--- config.mk ---
export PLATFORM = sky130hd
export DESIGN_NAME = multiword_add_sequencer
export DESIGN_NICKNAME = d
export VERILOG_FILES = /design/src/rtl/add_seq_pkg.sv /design/src/rtl/N_bit_Parallel.sv /design/src/rtl/multiword_add_sequencer.sv
export SDC_FILE = /design/constraint.sdc
export NUM_CORES = 1
export LEC_CHECK = 0
export BUFFER_PORTS_ARGS = -buffer_cell sky130_fd_sc_hd__buf_2
export CORE_MARGIN = 2
export CORE_UTILIZATION = 35
export DETAILED_ROUTE_END_ITERATION = 10
export GPL_ROUTABILITY_DRIVEN = 1
export PLACE_DENSITY = 0.59
export SYNTH_ARGS = -nofsm -noshare
export SYNTH_HDL_FRONTEND = slang
export SYNTH_SLANG_ARGS = --single-unit
--- constraint.sdc ---
create_clock -name clk -period 5.1 [get_ports clk]
set_clock_uncertainty 0.1 [all_clocks]
set_input_delay 0.255 -clock clk [delete_from_list [all_inputs] [get_ports clk]]
set_output_delay 0.255 -clock clk [all_outputs]
set_load 0.02 [all_outputs]
--- src/rtl/add_seq_pkg.sv ---
// Shared types and default sizing for the multi-word add sequencer.
package add_seq_pkg;

   localparam int unsigned ADD_WIDTH = 4;
   localparam int unsigned ADD_WORDS = 4;

   typedef enum logic [1:0] {
      IDLE  = 2'd0,
      RUN   = 2'd1,
      DRAIN = 2'd2
   } state_e;

endpackage

--- src/rtl/N_bit_Parallel.sv ---
// Ripple-carry word adder; oc[i] is the carry out of bit i, oc[WIDTH-1] the word carry.
module N_bit_Parallel #(
   parameter int unsigned WIDTH = 4
) (
   input  logic [WIDTH-1:0] in1,
   input  logic [WIDTH-1:0] in2,
   input  logic             ic,
   output logic [WIDTH-1:0] out,
   output logic [WIDTH-1:0] oc
);

   always_comb begin
      logic c;
      c   = ic;
      out = '0;
      oc  = '0;
      for (int i = 0; i < int'(WIDTH); i++) begin
         out[i] = in1[i] ^ in2[i] ^ c;
         c      = (in1[i] & in2[i]) | (c & (in1[i] ^ in2[i]));
         oc[i]  = c;
      end
   end

endmodule

--- src/rtl/multiword_add_sequencer.sv ---
// Multi-precision adder: one word pair per cycle, LS word first, carry chained
// through a register, with valid/ready on both sides and a registered sum word.
module multiword_add_sequencer
   import add_seq_pkg::*;
#(
   parameter int unsigned WIDTH = ADD_WIDTH,
   parameter int unsigned WORDS = ADD_WORDS
) (
   input  logic             clk,
   input  logic             rst,
   input  logic             start,
   input  logic             ic,
   input  logic             in_valid,
   output logic             in_ready,
   input  logic [WIDTH-1:0] in1,
   input  logic [WIDTH-1:0] in2,
   output logic             out_valid,
   input  logic             out_ready,
   output logic [WIDTH-1:0] out,
   output logic             out_last,
   output logic             oc,
   output logic             busy
);

   localparam int unsigned   CNT_W    = (WORDS > 1) ? $clog2(WORDS) : 1;
   localparam logic [CNT_W-1:0] LAST_CNT = CNT_W'(WORDS - 1);

   state_e           state;
   logic             carry;
   logic [CNT_W-1:0] cnt;

   logic [WIDTH-1:0] sum;
   logic [WIDTH-1:0] carries;
   logic             carry_out;
   logic             accept;
   logic             out_fire;
   logic             unused_carries;

   N_bit_Parallel #(
      .WIDTH (WIDTH)
   ) u_adder (
      .in1 (in1),
      .in2 (in2),
      .ic  (carry),
      .out (sum),
      .oc  (carries)
   );

   // Only the word carry is needed; the per-bit carries are intentionally dropped.
   assign carry_out      = carries[WIDTH-1];
   assign unused_carries = ^carries;

   assign in_ready = (state == RUN) && (!out_valid || out_ready);
   assign accept   = in_valid && in_ready;
   assign out_fire = out_valid && out_ready;

   always_ff @(posedge clk) begin
      if (rst) begin
         state     <= IDLE;
         carry     <= 1'b0;
         cnt       <= '0;
         out       <= '0;
         out_valid <= 1'b0;
         out_last  <= 1'b0;
         oc        <= 1'b0;
         busy      <= 1'b0;
      end else begin
         case (state)
            IDLE: begin
               if (start) begin
                  carry <= ic;
                  cnt   <= '0;
                  busy  <= 1'b1;
                  state <= RUN;
               end
            end

            RUN: begin
               if (accept) begin
                  out       <= sum;
                  out_valid <= 1'b1;
                  carry     <= carry_out;
                  if (cnt == LAST_CNT) begin
                     // Final word: counter parks at zero rather than wrapping.
                     cnt      <= '0;
                     out_last <= 1'b1;
                     oc       <= carry_out;
                     state    <= DRAIN;
                  end else begin
                     cnt <= cnt + CNT_W'(1);
                  end
               end else if (out_fire) begin
                  out_valid <= 1'b0;
               end
            end

            DRAIN: begin
               if (out_fire) begin
                  out_valid <= 1'b0;
                  out_last  <= 1'b0;
                  oc        <= 1'b0;
                  busy      <= 1'b0;
                  state     <= IDLE;
               end
            end

            default: begin
               state <= IDLE;
               busy  <= 1'b0;
            end
         endcase
      end
   end

endmodule

* Word-level counts from Yosys, hierarchy flattened
Index checks and enable logic that the tools add are counted.
** Cells by class
- Reduce and logical (&&, ||, !) cells :: 13
- Bitwise logic cells :: 21
- Add/sub/neg operators :: 1
- Eq/ne operators :: 7
- Muxes and demuxes :: 24
** Operator list (number)
- $mux W2 :: 7
- $mux W1 :: 10
- $and A1 B1 Y1 :: 8
- $pmux W1 S2 :: 4
- $reduce_and A4 Y1 :: 2
- $xor A1 B1 Y1 :: 8
- $ne A2 B2 Y1 const B :: 3
- $pmux W2 S3 :: 1
- $reduce_and A3 Y1 :: 2
- $eq A2 B2 Y1 const B :: 2
- $or A1 B1 Y1 :: 4
- $pmux W2 S2 :: 1
- $reduce_bool A2 Y1 :: 2
- $logic_and A1 B1 Y1 :: 3
- $pmux W1 S3 :: 1
- $add A2 B1 Y2 const B :: 1
- $eq A2 B1 Y1 const B :: 1
- $logic_not A2 Y1 :: 1
- $ne A2 B1 Y1 const B :: 1
- $reduce_and A2 Y1 :: 1
- $logic_not A1 Y1 :: 1
- $logic_or A1 B1 Y1 :: 1
- $not A1 Y1 :: 1
** Storage, ports and cells
- Bits of input ports :: 14
- Register bits after elaboration :: 13
- Output and inout bits :: 9
- Word-level logic and storage cells :: 74

* Depth between registers and ports, before layout
- Word-level depth :: 12
- Gate-level depth with buffers :: 9
- Gate-level depth less buffers :: 9

* Hierarchy
Synthesis repeated with hierarchy kept, for this count alone.
** Unflattened totals
- Cells, all modules :: 76
- Area, all modules :: 774.5 um^2
** By module, submodules not included
- multiword_add_sequencer :: cells each 72, instances 1, area an instance 694.4 um^2
- N_bit_Parallel :: cells each 4, instances 1, area an instance 80.1 um^2

* Least setup slack after synthesis
OpenSTA, ideal clock, no wires.
- Path kind :: in2reg
- Start point :: in in1[0]
- End point :: reg out[3]
- Required time :: 4914 ps
- Path slack :: 3027 ps
- Arrival time :: 1888 ps
- Cell stages on the path :: 8
- Setup time :: 86 ps
- Path buffers :: 0
- Path through :: fa_1 inv_1 fa_1 inv_1 fa_1 inv_1 fa_1 a211oi_1
** On the way
- Cells in the longest elaborated chain, start to end :: 8
- Elaborated cells between the ends (all ways) :: 9
** RTL lines
- from (decl) :: RTL line multiword_add_sequencer.sv:15 : input logic [WIDTH-1:0] in1,
- $xor A1 B1 Y1 :: RTL line N_bit_Parallel.sv:19 : c = (in1[i] & in2[i]) | (c & (in1[i] ^ in2[i]));
- $and A1 B1 Y1 :: RTL line N_bit_Parallel.sv:19
- $or A1 B1 Y1 (*) :: RTL line N_bit_Parallel.sv:19
- $and A1 B1 Y1 (*) :: RTL line N_bit_Parallel.sv:19
- $or A1 B1 Y1 (*) :: RTL line N_bit_Parallel.sv:19
- $and A1 B1 Y1 (*) :: RTL line N_bit_Parallel.sv:19
- $or A1 B1 Y1 (*) :: RTL line N_bit_Parallel.sv:19
- $xor A1 B1 Y1 (*) :: RTL line N_bit_Parallel.sv:18 : out[i] = in1[i] ^ in2[i] ^ c;
- to (signal assigned) :: RTL line multiword_add_sequencer.sv:80 : out <= sum;
- to (decl) :: RTL line multiword_add_sequencer.sv:19 : output logic [WIDTH-1:0] out,
Every way passes the cells marked *; elsewhere a longest branch is shown, timed or not.
A chain may end at the register's enable or synchronous reset.

* Worst setup path in the final report
- Start point :: reg carry
- End point :: reg out[3]
** On the way
- Cells in the longest elaborated chain, start to end :: 7
** RTL lines
- from (decl) :: RTL line multiword_add_sequencer.sv:29 : logic carry;
- from (signal assigned) :: RTL line multiword_add_sequencer.sv:71 : carry <= ic;
- from (signal assigned) :: RTL line multiword_add_sequencer.sv:82 : carry <= carry_out;
- $and A1 B1 Y1 :: RTL line N_bit_Parallel.sv:19
- $or A1 B1 Y1 :: RTL line N_bit_Parallel.sv:19
- $and A1 B1 Y1 :: RTL line N_bit_Parallel.sv:19
- $or A1 B1 Y1 :: RTL line N_bit_Parallel.sv:19
- $and A1 B1 Y1 :: RTL line N_bit_Parallel.sv:19
- $or A1 B1 Y1 :: RTL line N_bit_Parallel.sv:19
- $xor A1 B1 Y1 :: RTL line N_bit_Parallel.sv:18
No other way between the ends.

==> results summary <==
The number of gates resized after cts is 0. The flow ran to the end, and the final reports show no timing, DRC or antenna violations. The maximum clock frequency came out at 0.458 GHz. The share of the core filled with cells is 43.4%.

The share of the Yosys chip area taken by registers is 32.0%. The largest net degree at the start of global routing came out at 12. The starting density of the core came out at 36.8%. During I/O placement, the number of pins put on the boundary was 23. In the final layout, the share of cells above drive strength 1 is 31.5%. The count of final max-slew check failures is 0. The number of buffers inserted for hold repair after clock tree synthesis came out at 0.

The CTS tree is yes. The non-filler instance count after layout came out at 139. The total DRC errors in the routed layout came out at 0. The repair_antennas step left the layout with diodes totalling 0.

The cell area that synthesis handed to floorplanning was 813 um^2. The slew at the pin with the worst max-slew slack is 0.387 ns. The number of antenna violations at the first check in global routing was 0. Setup repair after global routing left no endpoint under its margin. The detailed-route vias per instance came out at 4.87.

The die is 52.2 um wide. During placement, the flow inserted port buffers numbering 22. The number of nets produced by synthesis came out at 111. For this run, the leading register cell type out of synthesis is sky130_fd_sc_hd__dfxtp_1.

The number of iterations in the first detailed-routing pass came out at 4. For this block, the routed nets add up to 1690 um of wire. Across all layers, the routed design uses 677 vias. The met2 wirelength from detailed routing is 781 um. The share of flip-flops with an asynchronous set or reset is 0%. Adding up every negative setup slack in the final design gives 0 ns. Dividing the detail-routed wire length by the instance count gives 12.2 um. The number of antenna-violating nets in the routed design came out at 0. Detailed placement finished with a half-perimeter wire length of 1340 um.

The insertion delay of the later-clocked pin in the worst-skew pair is 0.28 ns. The detailed router put a total of 755 um of wire on met1. VDD sags by at most 0.247 mV. The number of nets in the finished design is 135.

STA classifies the critical path endpoint as a flop. The via count of the first global-routing pass came out at 689. The distinct cell type count after synthesis is 33. The total clock sinks came out at 13. The first global-routing pass estimated 3060 um of wire. The worst-path maximum fanout is 2.

The global placer's final weighted congestion came out at 0.746. The number of DRC markers in iteration 0 is 11. After global routing the overflow that remains totals 0. In this run the top signal layer used is met4. After detailed placement, the design holds a cell count of 135.

Power spread over the standard cell area amounts to 422 mW/mm^2. The number of setup buffers added after CTS is 0. From bottom edge to top edge, the die measures 52.2 um.

Headroom to the max-slew limit came out at 74.2%. The final-report hold violation count was 0. In this run the core area contains 17 standard-cell rows. The total of endpoints with negative setup slack in the final report came out at 0.

Relative to the synthesized area, the layout overhead comes to 18.2%. The synthesis warning total is 0. Clock tree synthesis selected as its root buffer the cell sky130_fd_sc_hd__clkbuf_4. The clock period could shrink to 2.19 ns. In this run the number of H-tree levels came out at 1. The worst setup path category is flop to flop. The arrival time of data at the critical path endpoint came out at 2.28 ns. The core area came out at 0.00221 mm^2.

Counting the buffers created by CTS gives 3. The tightest min-delay check is of the input pin to flop type. The data required time of the critical path came out at 5.19 ns.

The tool flagged a number of max-cap violations equal to 0. The number of buffers on the longest clock path is 2. The routed design uses 145 um of met3 wire.

The area of the die is 0.00273 mm^2. The number of flops mapped to enable cells by yosys is 0. After clock tree synthesis, the clock-pin slew on the worst setup and hold paths is 0.08 ns.

The leakage component of the power came out at 0.424 nW. The cell count after synthesis came out at 88. The average cell area after synthesis came out at 9.24 um^2.

The worst setup path is launched from a flop. The portion of the clock cycle consumed by the worst path in the final layout is 42.9%. The overall routing resource usage is 15.3%. The number of storage elements in the synthesis netlist came out at 13.
==> cell families after synthesis <==
kind of cell             synth area share (%)
AO/OA/AOI/OAI                            14.0
flip-flops                               32.0
adder cells (fa/ha/maj)                  17.5
buffers and inverters                    9.23
multiplexers                             4.92
AND/OR/NAND/NOR                          22.3
==> cells in the final DEF, fill, tap and decap left out <==
cell and count:
sky130_fd_sc_hd__o211ai_1 1, sky130_fd_sc_hd__nand2_1 10, sky130_fd_sc_hd__a211oi_1 3, sky130_fd_sc_hd__clkbuf_1 1
sky130_fd_sc_hd__dfxtp_1 13, sky130_fd_sc_hd__o221a_2 1, sky130_fd_sc_hd__nor3b_1 1, sky130_fd_sc_hd__and3_1 1
sky130_fd_sc_hd__nand2b_1 4, sky130_fd_sc_hd__o21ai_0 1, sky130_fd_sc_hd__clkbuf_4 3, sky130_fd_sc_hd__inv_4 1
sky130_fd_sc_hd__o32ai_1 1, sky130_fd_sc_hd__nand3_2 2, sky130_fd_sc_hd__a32oi_1 1, sky130_fd_sc_hd__a31o_2 1
sky130_fd_sc_hd__a21oi_2 1, sky130_fd_sc_hd__nor2_1 7, sky130_fd_sc_hd__a31oi_1 1, sky130_fd_sc_hd__mux2i_1 4
sky130_fd_sc_hd__nand3_1 1, sky130_fd_sc_hd__buf_2 22, sky130_fd_sc_hd__or4_4 1, sky130_fd_sc_hd__inv_1 12
sky130_fd_sc_hd__ha_1 5, sky130_fd_sc_hd__o32ai_2 1, sky130_fd_sc_hd__and2_1 1, sky130_fd_sc_hd__or4_1 1
sky130_fd_sc_hd__nand3b_2 1, sky130_fd_sc_hd__nand4_1 1, sky130_fd_sc_hd__a21oi_1 2, sky130_fd_sc_hd__and3_4 1
sky130_fd_sc_hd__fa_1 4
==> path summary, 6_finish.rpt <==
path	start	slack [ns]	end	cells after the start
max reg2reg	carry	2.91	out[3]	8
max	carry	2.91	out[3]	8
min	rst	0.18	out_last	2
min reg2reg	state[1]	0.38	state[1]	2
==> routing by layer <==
| metal | vias up | GRT usage, % |
|---|---|---|
| met3 | 2 | 5.71 |
| met4 | 0 | 2.56 |
| met5 | - | 0 |
| met1 | 307 | 19.1 |
| met2 | 27 | 25.3 |
| li1 | 341 | - |
==> registers in the layout, indices dropped and copies added (netlist names) <==
register and flops:
busy 1, carry 1, cnt 2, oc 1, out 4, out_last 1, out_valid 1, state 2
==> power by group <==
group	internal [W]	switching [W]	total (W)
clock	0.0000303	0.0000344	0.0000647
combinational	0.0000857	0.000117	0.000203
sequential	0.000124	0.0000145	0.000138
==> synthesized netlist by cell type (2+ instances only) <==
| cell type | n | share of area, % |
|---|---|---|
| sky130_fd_sc_hd__nor2_1 | 7 | 3.2 |
| sky130_fd_sc_hd__nand2_1 | 10 | 4.6 |
| sky130_fd_sc_hd__ha_1 | 5 | 7.7 |
| sky130_fd_sc_hd__nand2b_1 | 4 | 3.1 |
| sky130_fd_sc_hd__dfxtp_1 | 13 | 32 |
| sky130_fd_sc_hd__a21oi_1 | 2 | 1.2 |
| sky130_fd_sc_hd__a211oi_1 | 3 | 2.8 |
| sky130_fd_sc_hd__nand3_2 | 2 | 2.5 |
| sky130_fd_sc_hd__fa_1 | 4 | 9.8 |
| sky130_fd_sc_hd__inv_1 | 12 | 5.5 |
| sky130_fd_sc_hd__mux2i_1 | 4 | 4.9 |
==> through the flow <==
stage / setup slack [ns] / hold WS [ns] / total power, W / area, um^2
finish: 2.91 / 0.183 / 0.000406 / 961
global route: 2.81 / 0.200 / 0.000445 / 961
CTS: 2.87 / 0.179 / 0.000413 / 961
detailed placement: 2.78 / 0.377 / 0.000345 / 935
global placement: 2.85 / 0.361 / 0.000342 / 935
floorplan: 3.03 / 0.339 / 0.000303 / 813
==> area by class of cell <==
| class | instances | area, um^2 |
|---|---|---|
| Inverter | 13 | 51.3 |
| Timing Repair Buffer | 22 | 110 |
| Tap cell | 28 | 35.0 |
| Clock buffer | 4 | 26.3 |
| Sequential cell | 13 | 260 |
| Fill cell | 232 | 1250 |
| Multi-Input combinational cell | 59 | 478 |
==> worst max-delay path: stages, from the launching register on <==
cell                       delay (ns)
sky130_fd_sc_hd__dfxtp_1         0.33
sky130_fd_sc_hd__fa_1            0.35
sky130_fd_sc_hd__inv_1           0.07
sky130_fd_sc_hd__fa_1            0.16
sky130_fd_sc_hd__inv_1           0.05
sky130_fd_sc_hd__fa_1            0.36
sky130_fd_sc_hd__inv_1           0.07
sky130_fd_sc_hd__fa_1            0.41
sky130_fd_sc_hd__a211oi_1        0.20
Power figures use the tool's default switching activity.
